[src/rtl/radar_roi_reader.sv]
// Reads a rectangular ROI from pixel memory in raster order, one channel or the sum of all channels per beat.
// Latency: first beat 2 cycles after start (single) or CH_NUM+1 cycles after (sum); a returning beat bypasses an empty buffer.
// Backpressure: 2-entry output buffer; beat-completing reads stall while buffered + in-flight beats would exceed 2.
module radar_roi_reader #(
    parameter int ROW_W  = 8,
    parameter int COL_W  = 8,
    parameter int CH_NUM = 4,
    parameter int PIX_W  = 16,
    localparam int CH_W  = $clog2(CH_NUM),
    localparam int AW    = CH_W + ROW_W + COL_W,
    localparam int OW    = PIX_W + CH_W
) (
    input  logic             clk,
    input  logic             rst_n,
    input  logic             start,
    input  logic [ROW_W-1:0] row_idx1,
    input  logic [ROW_W-1:0] row_idx2,
    input  logic [COL_W-1:0] col_idx1,
    input  logic [COL_W-1:0] col_idx2,
    input  logic [CH_W-1:0]  channel_num,
    input  logic             sum_mode,
    output logic             busy,
    output logic             mem_rd_en,
    output logic [AW-1:0]    mem_addr,
    input  logic [PIX_W-1:0] mem_rd_data,
    input  logic             pixel_ready,
    output logic             data_vaild,
    output logic             data_start,
    output logic             data_end,
    output logic [OW-1:0]    pixel_out
);

    localparam logic [CH_W-1:0] CH_LAST = CH_W'(CH_NUM - 1);

    typedef enum logic [1:0] {
        S_IDLE,
        S_RUN,
        S_DRAIN
    } state_t;

    state_t state_q, state_d;

    logic [ROW_W-1:0] rmin_q, rmax_q, row_q;
    logic [COL_W-1:0] cmin_q, cmax_q, col_q;
    logic [CH_W-1:0]  ch_sel_q, ch_q;
    logic             sum_q;
    logic             first_q;

    // Read issued last cycle; its data is on mem_rd_data this cycle.
    logic             pend_vld_q;
    logic             pend_beat_q;
    logic             pend_clr_q;
    logic             pend_start_q;
    logic             pend_end_q;
    logic [OW-1:0]    acc_q;

    logic [OW-1:0]    buf_pix_q [2];
    logic [1:0]       buf_start_q;
    logic [1:0]       buf_end_q;
    logic             wr_ptr_q;
    logic             rd_ptr_q;
    logic [1:0]       cnt_q;

    logic             accept;
    logic             last_ch;
    logic             last_rd;
    logic             room;
    logic [OW-1:0]    acc_base;
    logic [OW-1:0]    beat_val;
    logic             push;
    logic             buf_pop;
    logic             pop;

    assign accept   = (state_q == S_IDLE) && start;
    assign last_ch  = !sum_q || (ch_q == CH_LAST);
    assign last_rd  = last_ch && (row_q == rmax_q) && (col_q == cmax_q);
    assign room     = ({1'b0, cnt_q} + {2'b00, pend_beat_q}) < 3'd2;
    assign acc_base = pend_clr_q ? '0 : acc_q;
    assign beat_val = acc_base + {{CH_W{1'b0}}, mem_rd_data};
    assign mem_addr = {(sum_q ? ch_q : ch_sel_q), row_q, col_q};

    always_ff @(posedge clk) begin
        if (!rst_n) begin
            state_q <= S_IDLE;
        end else begin
            state_q <= state_d;
        end
    end

    always_comb begin
        state_d = state_q;
        case (state_q)
            S_IDLE:  if (start) state_d = S_RUN;
            S_RUN:   if (mem_rd_en && last_rd) state_d = S_DRAIN;
            S_DRAIN: if (pop && data_end) state_d = S_IDLE;
            default: state_d = S_IDLE;
        endcase
    end

    // Reads that only feed the accumulator never need buffer room.
    always_comb begin
        busy      = (state_q != S_IDLE);
        mem_rd_en = (state_q == S_RUN) && (!last_ch || room);
    end

    always_comb begin
        data_vaild = 1'b0;
        data_start = 1'b0;
        data_end   = 1'b0;
        pixel_out  = '0;
        if (cnt_q != 2'd0) begin
            data_vaild = 1'b1;
            data_start = buf_start_q[rd_ptr_q];
            data_end   = buf_end_q[rd_ptr_q];
            pixel_out  = buf_pix_q[rd_ptr_q];
        end else if (pend_beat_q) begin
            data_vaild = 1'b1;
            data_start = pend_start_q;
            data_end   = pend_end_q;
            pixel_out  = beat_val;
        end
    end

    assign pop     = data_vaild && pixel_ready;
    assign buf_pop = pop && (cnt_q != 2'd0);
    assign push    = pend_beat_q && !((cnt_q == 2'd0) && pixel_ready);

    always_ff @(posedge clk) begin
        if (!rst_n) begin
            rmin_q   <= '0;
            rmax_q   <= '0;
            cmin_q   <= '0;
            cmax_q   <= '0;
            row_q    <= '0;
            col_q    <= '0;
            ch_q     <= '0;
            ch_sel_q <= '0;
            sum_q    <= 1'b0;
            first_q  <= 1'b0;
        end else if (accept) begin
            rmin_q   <= (row_idx1 < row_idx2) ? row_idx1 : row_idx2;
            rmax_q   <= (row_idx1 < row_idx2) ? row_idx2 : row_idx1;
            cmin_q   <= (col_idx1 < col_idx2) ? col_idx1 : col_idx2;
            cmax_q   <= (col_idx1 < col_idx2) ? col_idx2 : col_idx1;
            row_q    <= (row_idx1 < row_idx2) ? row_idx1 : row_idx2;
            col_q    <= (col_idx1 < col_idx2) ? col_idx1 : col_idx2;
            ch_q     <= '0;
            ch_sel_q <= channel_num;
            sum_q    <= sum_mode;
            first_q  <= 1'b1;
        end else if (mem_rd_en) begin
            if (last_ch) begin
                first_q <= 1'b0;
            end
            // The final read leaves the counters parked so nothing steps past rmax/cmax.
            if (!last_rd) begin
                if (!last_ch) begin
                    ch_q <= ch_q + 1'b1;
                end else begin
                    ch_q <= '0;
                    if (col_q == cmax_q) begin
                        col_q <= cmin_q;
                        row_q <= row_q + 1'b1;
                    end else begin
                        col_q <= col_q + 1'b1;
                    end
                end
            end
        end
    end

    always_ff @(posedge clk) begin
        if (!rst_n) begin
            pend_vld_q   <= 1'b0;
            pend_beat_q  <= 1'b0;
            pend_clr_q   <= 1'b0;
            pend_start_q <= 1'b0;
            pend_end_q   <= 1'b0;
            acc_q        <= '0;
        end else begin
            pend_vld_q   <= mem_rd_en;
            pend_beat_q  <= mem_rd_en && last_ch;
            pend_clr_q   <= !sum_q || (ch_q == '0);
            pend_start_q <= first_q && last_ch;
            pend_end_q   <= last_rd;
            if (pend_vld_q) begin
                acc_q <= beat_val;
            end
        end
    end

    always_ff @(posedge clk) begin
        if (!rst_n) begin
            for (int i = 0; i < 2; i++) begin
                buf_pix_q[i] <= '0;
            end
            buf_start_q <= '0;
            buf_end_q   <= '0;
            wr_ptr_q    <= 1'b0;
            rd_ptr_q    <= 1'b0;
            cnt_q       <= '0;
        end else begin
            if (push) begin
                buf_pix_q[wr_ptr_q]   <= beat_val;
                buf_start_q[wr_ptr_q] <= pend_start_q;
                buf_end_q[wr_ptr_q]   <= pend_end_q;
                wr_ptr_q              <= ~wr_ptr_q;
            end
            if (buf_pop) begin
                rd_ptr_q <= ~rd_ptr_q;
            end
            case ({push, buf_pop})
                2'b10:   cnt_q <= cnt_q + 2'd1;
                2'b01:   cnt_q <= cnt_q - 2'd1;
                default: cnt_q <= cnt_q;
            endcase
        end
    end

endmodule

[config.mk]
export PLATFORM = sky130hd
export DESIGN_NAME = radar_roi_reader
export DESIGN_NICKNAME = d
export VERILOG_FILES = /design/src/rtl/radar_roi_reader.sv
export SDC_FILE = /design/constraint.sdc
export NUM_CORES = 1
export LEC_CHECK = 0
export ABC_CLOCK_PERIOD_IN_PS = 8200
export CORE_MARGIN = 2
export CORE_UTILIZATION = 30
export DETAILED_ROUTE_END_ITERATION = 8
export DONT_BUFFER_PORTS = 1
export HOLD_SLACK_MARGIN = 0.06
export MAX_ROUTING_LAYER = met4
export SYNTH_ARGS = -nofsm -noshare
export SYNTH_HDL_FRONTEND = slang
export SYNTH_SLANG_ARGS = --single-unit
[constraint.sdc]
create_clock -name clk -period 8.2 [get_ports clk]
set_clock_uncertainty 0.1 [all_clocks]
set_input_delay 0.82 -clock clk [delete_from_list [all_inputs] [get_ports clk]]
set_output_delay 0.82 -clock clk [all_outputs]
set_load 0.005 [all_outputs]
==> summary.md, run 1 <==
| Metric | Value |
|---|---|
| RePlAce Congestion | around 0.81 |
| Number of synthesized flops with an enable pin | 36 |
| Total GRT Usage | 14.9% |
| Dpl hpwl | approximately 12 mm |
| Min-Delay Startpoint | ch_sel_q[0]$_SDFFE_PN0P_ |
| Most common cell after layout, fill and taps aside | nor2_1 |
| Peak Freq | 0.232 GHz |
| Drt total wl | 16.9 mm |
| PwrDens | 221 nW/um2 |
| Final instance area | 7470 um2 |
| Largest net degree at the start of global routing | 64 |
| Hold Vio Cnt, Final | 0 |
| GRT Residual Overflow | 0 |
| Number of antenna diodes | 0 |
| Area of the multi-input gates | 3690 um2 |
| Net count after synthesis | 828 |
| Slew margin rel. | between 20% and 30% |
| Clk_lat worst skew | 0.41 ns |
| Final worst path period share | 52.5% |
| Final setup fails | 0 |
| Critical path origin | pend_clr_q$_SDFF_PN0_ |
| Port bufs | 0 |
| Worst-Margin Slew | 1.10 ns |
| Min Tclk post-route | 4.30 ns |
| Gate Count Post-Synth | between 700 and 800 |
| Post-Place Cells | between 900 and 1000 |
| Initial Util | 30.6% |
| Initial antenna violation count | 0 |
| Die Wd | 153 um |
| Synth async-reset ratio | 0% |
| Synth warn | 0 |
| Setup crit end kind | output port |
| First-pass GRT wire length | 27.1 mm |
| RSZ-0062 raised after global routing | no |
| Cts repair resizes | 0 |
| P_leak | roughly 0.0030 uW |
| Fillers | ~2300 |
| Critical path class | reg -> out |
| Status | finished, final reports clean |
| Syn avg cell area | 9.06 um2 |
| Post-Syn Area | 6680 um2 |
| Final worst setup slack | 3.90 ns |
| Yosys reg bits | 116 |
| Hold buffers post-CTS | 0 |
| Worst EP arrival | approximately 3.4 ns |
| First-pass DRT Iterations | 5 |
| Nets | 811 |
| Met2 Use GR | a little under a quarter |
| Met3 usage | 3.91% |
| CTS tree | built |
| I/O Pins | 96 |
| Sequential share of the synthesized area | around two fifths |
| Vias per inst | 5.23 |
| Fin cells | 1013 |
| Layout cells sized above 1 | 7.09% |
| Root buffer cell | clkbuf_16 |
| DRC | 0 |
| Busiest grt layer | met2 |
| CTS Buf Count | 17 |
| Clock sinks | 116 |
| Startpoint type of the worst setup path | flip-flop |
| Area grow syn2layout | 11.9% |
| GR Util met1 | between 10% and 20% |
| CP max FO | 21 |
| Routed Antenna Nets | 0 |
| Max-slew violations | 0 |
| Initial drt markers | 388 |
| Synth unique cells | between 60 and 70 |
| Setup bufs post-CTS | 0 |
| Worst min path class | reg -> reg |
| Setup TNS | 0 ns |
| DR WL/cell | 16.7 um |
| Routed vias | 5300 |
| Worst slack at placement | 4.08 ns |
| Placeable core area | ~22000 um2 |
| Die Height | 153 um |
| H-tree depth | 4 |
| Row count | 54 |
| Most frequent cells in the layout | 85 x nor2_1, 80 x dfxtp_1, 63 x a21oi_1 |
| Max Cap Viol | 0 |
| Required @ worst endpoint | around 7.3 ns |
| RR Startpoint | pend_clr_q$_SDFF_PN0_ |
| CTS max path bufs | 2 |
| Vias in the first global route | just over 5000 |
| Clock transition at the registers of the reported paths | 0.05 ns |
| Register area | between 2000 and 3000 um2 |
| Synth Flop Type | dfxtp_1 |
| Placed cell areas | 6890 um2 |
| Max VDD drop | about 0.11 mV |
| Full die area | 23500 um2 |
cell type report:
type                    instances  area share (%)
repair buffers                  3           0.301
inverters                      38            1.91
multi-input cells             544            49.4
flip-flops and latches        116            35.9
clock buffers                  23            6.40
well taps                     280            4.69
clock inverters                 9            1.36
worst max-delay path, cell delays in order (launching register included):
cell and delay (ns):
dfxtp_1 0.30, buf_4 0.26, nor2b_1 0.08, ha_1 0.22, fa_1 0.41, a21oi_1 0.23, o21ai_1 0.21, a221oi_2 0.45
o21ai_1 0.20, xnor2_1 0.20, o31ai_1 0.39
cells by family after synthesis:
kind of cell,count (synthesis),synth area share (%)
buf+inv,77,4.57
fa+ha+maj,36,6.86
xor+xnor,42,5.51
compound gates,185,17.3
flops,116,40.2
mux,61,9.20
simple gates,220,16.4
sequential cells by signal, indices dropped and copies added, names as in the netlist, 2 cells and up, named ones only:
| signal | count |
|---|---|
| buf_pix_q | 36 |
| acc_q | 18 |
| cmax_q | 8 |
| cmin_q | 8 |
| col_q | 8 |
| rmax_q | 8 |
| row_q | 8 |
| buf_end_q | 2 |
| buf_start_q | 2 |
| ch_q | 2 |
| ch_sel_q | 2 |
| cnt_q | 2 |
| state_q | 2 |
synth_stat cells (16+ instances only):
master / instances / area (um2)
a211oi_1: 17 / 128
a21oi_1: 63 / 315
clkbuf_1: 27 / 101
dfxtp_1: 80 / 1600
edfxtp_1: 36 / 1080
ha_1: 35 / 438
inv_1: 36 / 135
mux2i_1: 58 / 581
nand2_1: 39 / 146
nand3_1: 20 / 100
nor2_1: 86 / 323
nor2b_1: 16 / 100
o21ai_0: 22 / 110
o21ai_1: 19 / 95.1
o22ai_1: 20 / 125
xor2_1: 27 / 236
metal layers:
layer | share of wire [%] | vias up
met1 | 46 | 2505
li1 | - | 2618
met3 | 6.3 | 25
met2 | 46 | 152
met5 | 0 | -
met4 | 1.5 | 0
where the power goes:
part,switching [uW],total (uW),internal (uW)
sequential,41.3,671,629
combinational,150,248,98.5
clock,265,735,470
stage by stage:
step	hold slack [ns]	utilization, %	power (uW)
finish	0.354	34.2	1650
global route	0.373	34.2	1730
CTS	0.355	34.2	1670
detailed placement	0.348	31.6	931
global placement	0.343	31.6	928
floorplan	0.334	-	872
worst paths after layout:
kind | slack [ns] | end | cells after the start
min reg2reg | 0.35 | ch_sel_q[0]$_SDFFE_PN0P_ | 2
max reg2reg | 4.96 | buf_pix_q[1][14]$_SDFFCE_PN0P_ | 10
max | 3.90 | pixel_out[16] | 10
min | 0.35 | ch_sel_q[0]$_SDFFE_PN0P_ | 2
Note: power is estimated with default switching activity, not from simulation.
==> run 2: changes to the inputs <==
--- a/config.mk
+++ b/config.mk
@@ -5,7 +5,7 @@
 export SDC_FILE = /design/constraint.sdc
 export NUM_CORES = 1
 export LEC_CHECK = 0
-export ABC_CLOCK_PERIOD_IN_PS = 8200
+export ABC_CLOCK_PERIOD_IN_PS = 4500
 export CORE_MARGIN = 2
 export CORE_UTILIZATION = 30
 export DETAILED_ROUTE_END_ITERATION = 8
==> constraint.sdc (replaced) <==
create_clock -name clk -period 4.5 [get_ports clk]
set_clock_uncertainty 0.1 [all_clocks]
set_input_delay 0.45 -clock clk [delete_from_list [all_inputs] [get_ports clk]]
set_output_delay 0.45 -clock clk [all_outputs]
set_load 0.005 [all_outputs]
==> run 2 against run 1 <==
Effect of this change:
- non-clock buffer count increased by 3
- critical path depth unchanged
- design area increased by 0.74%
- power increased by 83%
- first-iteration DRC count decreased by 26%
- highest routed layer unchanged
==> summary.md, run 2 (synthesis gave the netlist of run 1 again) <==
| Metric | Value |
|---|---|
| First-pass GRT wire length | 27.4 mm |
| Post-Place Cells | 981 |
| Max-slew violations | 0 |
| Biggest regs | buf_pix_q: 36 flops, acc_q: 18 flops |
| CTS max path bufs | 2 |
| WHS Endpoint | rmax_q[3]$_SDFFE_PN0P_ |
| Hold path depth | 2 |
| Vias in the first global route | 5155 |
| Status | finished, final reports clean |
| CTS tree | built |
| Final worst setup slack | about 0.7 ns |
| Setup TNS | 0 ns |
| Total GRT Usage | ~15% |
| Initial drt markers | 287 |
| Setup crit end kind | output port |
| Most common cell after layout, fill and taps aside | nor2_1 |
| Min Tclk post-route | around 3.8 ns |
| Max Cap Viol | 0 |
| PwrDens | 403 nW/um2 |
| Most frequent cells in the layout | 85 x nor2_1, 80 x dfxtp_1, 63 x a21oi_1 |
| Area grow syn2layout | 12.7% |
| Vias per inst | 5.12 |
| Min-Delay Startpoint | rst_n |
| I/O Pins | 96 |
| Full die area | around 23000 um2 |
| Drt total wl | about 17 mm |
| Startpoint type of the worst setup path | flip-flop |
| Worst min path class | in -> reg |
| Die Height | 153 um |
| Routed vias | 5206 |
| Worst-Margin Slew | 1.07 ns |
| Number of antenna diodes | 0 |
| Max VDD drop | 0.210 mV |
| Crit Reg-Reg Endpoint | buf_pix_q[1][14]$_SDFFCE_PN0P_ |
| Final instance area | 7530 um2 |
| Final setup fails | 0 |
| Fillers | roughly 2300 |
| Top reg by flops | buf_pix_q |
| Routed Antenna Nets | 0 |
| Largest net degree at the start of global routing | 46 |
| Slew margin rel. | 28.4% |
| GR Util met1 | between 10% and 20% |
| Initial antenna violation count | 0 |
| Hold Vio Cnt, Final | 0 |
| Peak Freq | about 0.26 GHz |
| Clock transition at the registers of the reported paths | 0.05 ns |
| Clock sinks | 116 |
| Max reg flops | 36 |
| H-tree depth | 4 |
| Clk_lat worst skew | 0.42 ns |
| Met2 Use GR | about a quarter |
| DRC | 0 |
| RSZ-0062 raised after global routing | no |
| Placeable core area | around 22000 um2 |
| Busiest grt layer | met2 |
| Die Wd | 153 um |
| Initial Util | 30.6% |
| CP max FO | 17 |
| CTS Buf Count | 17 |
| Dpl hpwl | 12.0 mm |
| Final worst path period share | 84.5% |
| Worst slack at placement | 1.09 ns |
| Placed cell areas | 6890 um2 |
| Met3 usage | under 10% |
| RePlAce Congestion | 0.830 |
| Cells on worst reg2reg path | 10 |
| Critical path class | reg -> out |
| Required @ worst endpoint | 3.95 ns |
| Worst EP arrival | roughly 3.3 ns |
| P_leak | 0.00300 uW |
| GRT Residual Overflow | 0 |
| First-pass DRT Iterations | 5 |
| Nets | 814 |
| DR WL/cell | 16.6 um |
| RR Startpoint | pend_clr_q$_SDFF_PN0_ |
| Root buffer cell | clkbuf_16 |
| Layout cells sized above 1 | 7.47% |
| Fin cells | 1016 |
| Row count | 54 |
| Worst R2R Setup Slack | roughly 1.4 ns |
| Port bufs | 0 |
## run 2: changes by cell type in the layout (fill, tap and decap cells not counted), sizes merged
| cell | change |
|---|---|
| clkinv | +3 |
| clkinvlp | +3 |
| clkbuf | -5 |
| dlygate4sd3 | +3 |
| inv | -1 |
## run 2: metrics by stage
| stage | util (%) | power, uW | hold WS [ns] |
|---|---|---|---|
| floorplan | - | 1590 | 0.334 |
| global placement | 31.6 | 1690 | 0.344 |
| detailed placement | 31.6 | 1700 | 0.350 |
| CTS | 34.5 | 3060 | 0.0634 |
| global route | 34.5 | 3170 | 0.0734 |
| finish | 34.5 | 3030 | 0.0901 |
## run 2: area by class of cell
class | count | area, um2 | share of cell area [%]
repair buffers | 6 | 52.6 | 0.698
flip-flops and latches | 116 | 2680 | 35.6
clock inverters | 14 | 154 | 2.04
well taps | 280 | 350 | 4.66
multi-input cells | 544 | 3690 | 49.1
inverters | 38 | 143 | 1.90
clock buffers | 18 | 450 | 5.99
## run 2: worst max-delay path by stage
stage	start	end	slack (ns)	cells past startpoint
after floorplan	pend_clr_q$_SDFF_PN0_	pixel_out[16]	1.40	10
after global placement	pend_clr_q$_SDFF_PN0_	pixel_out[16]	1.14	10
after detailed placement	pend_clr_q$_SDFF_PN0_	pixel_out[16]	1.09	10
after CTS	pend_clr_q$_SDFF_PN0_	pixel_out[16]	0.62	10
after global routing	pend_clr_q$_SDFF_PN0_	pixel_out[16]	0.38	10
final	pend_clr_q$_SDFF_PN0_	pixel_out[14]	0.70	10
## run 2: power breakdown
part	internal, uW	total, uW	switching, uW
Clock	850	1360	507
Combinational	181	453	272
Sequential	1150	1220	74.7
Total	2180	3030	854
## run 2: critical path, cell delays in order (launching register included)
cell      delay (ns)
dfxtp_1         0.39
buf_4           0.25
nor2_1          0.07
ha_1            0.35
a21o_1          0.20
a21oi_1         0.13
o21ai_1         0.18
a221oi_2        0.45
nor3_1          0.11
a311oi_2        0.50
o22ai_1         0.20
## run 2: what timing repair did
item,CTS,global route
gates resized for setup,0,0
setup buffers,0,0
hold buffers,3,0
endpoints found under the hold margin,8,0
## run 2: routing by layer
metal	wire length [um]	vias up	part of all wire [%]
met1	7770	2425	46
met5	0	-	0
met2	7700	136	46
met3	1080	28	6.4
met4	348	0	2.1
li1	-	2617	-
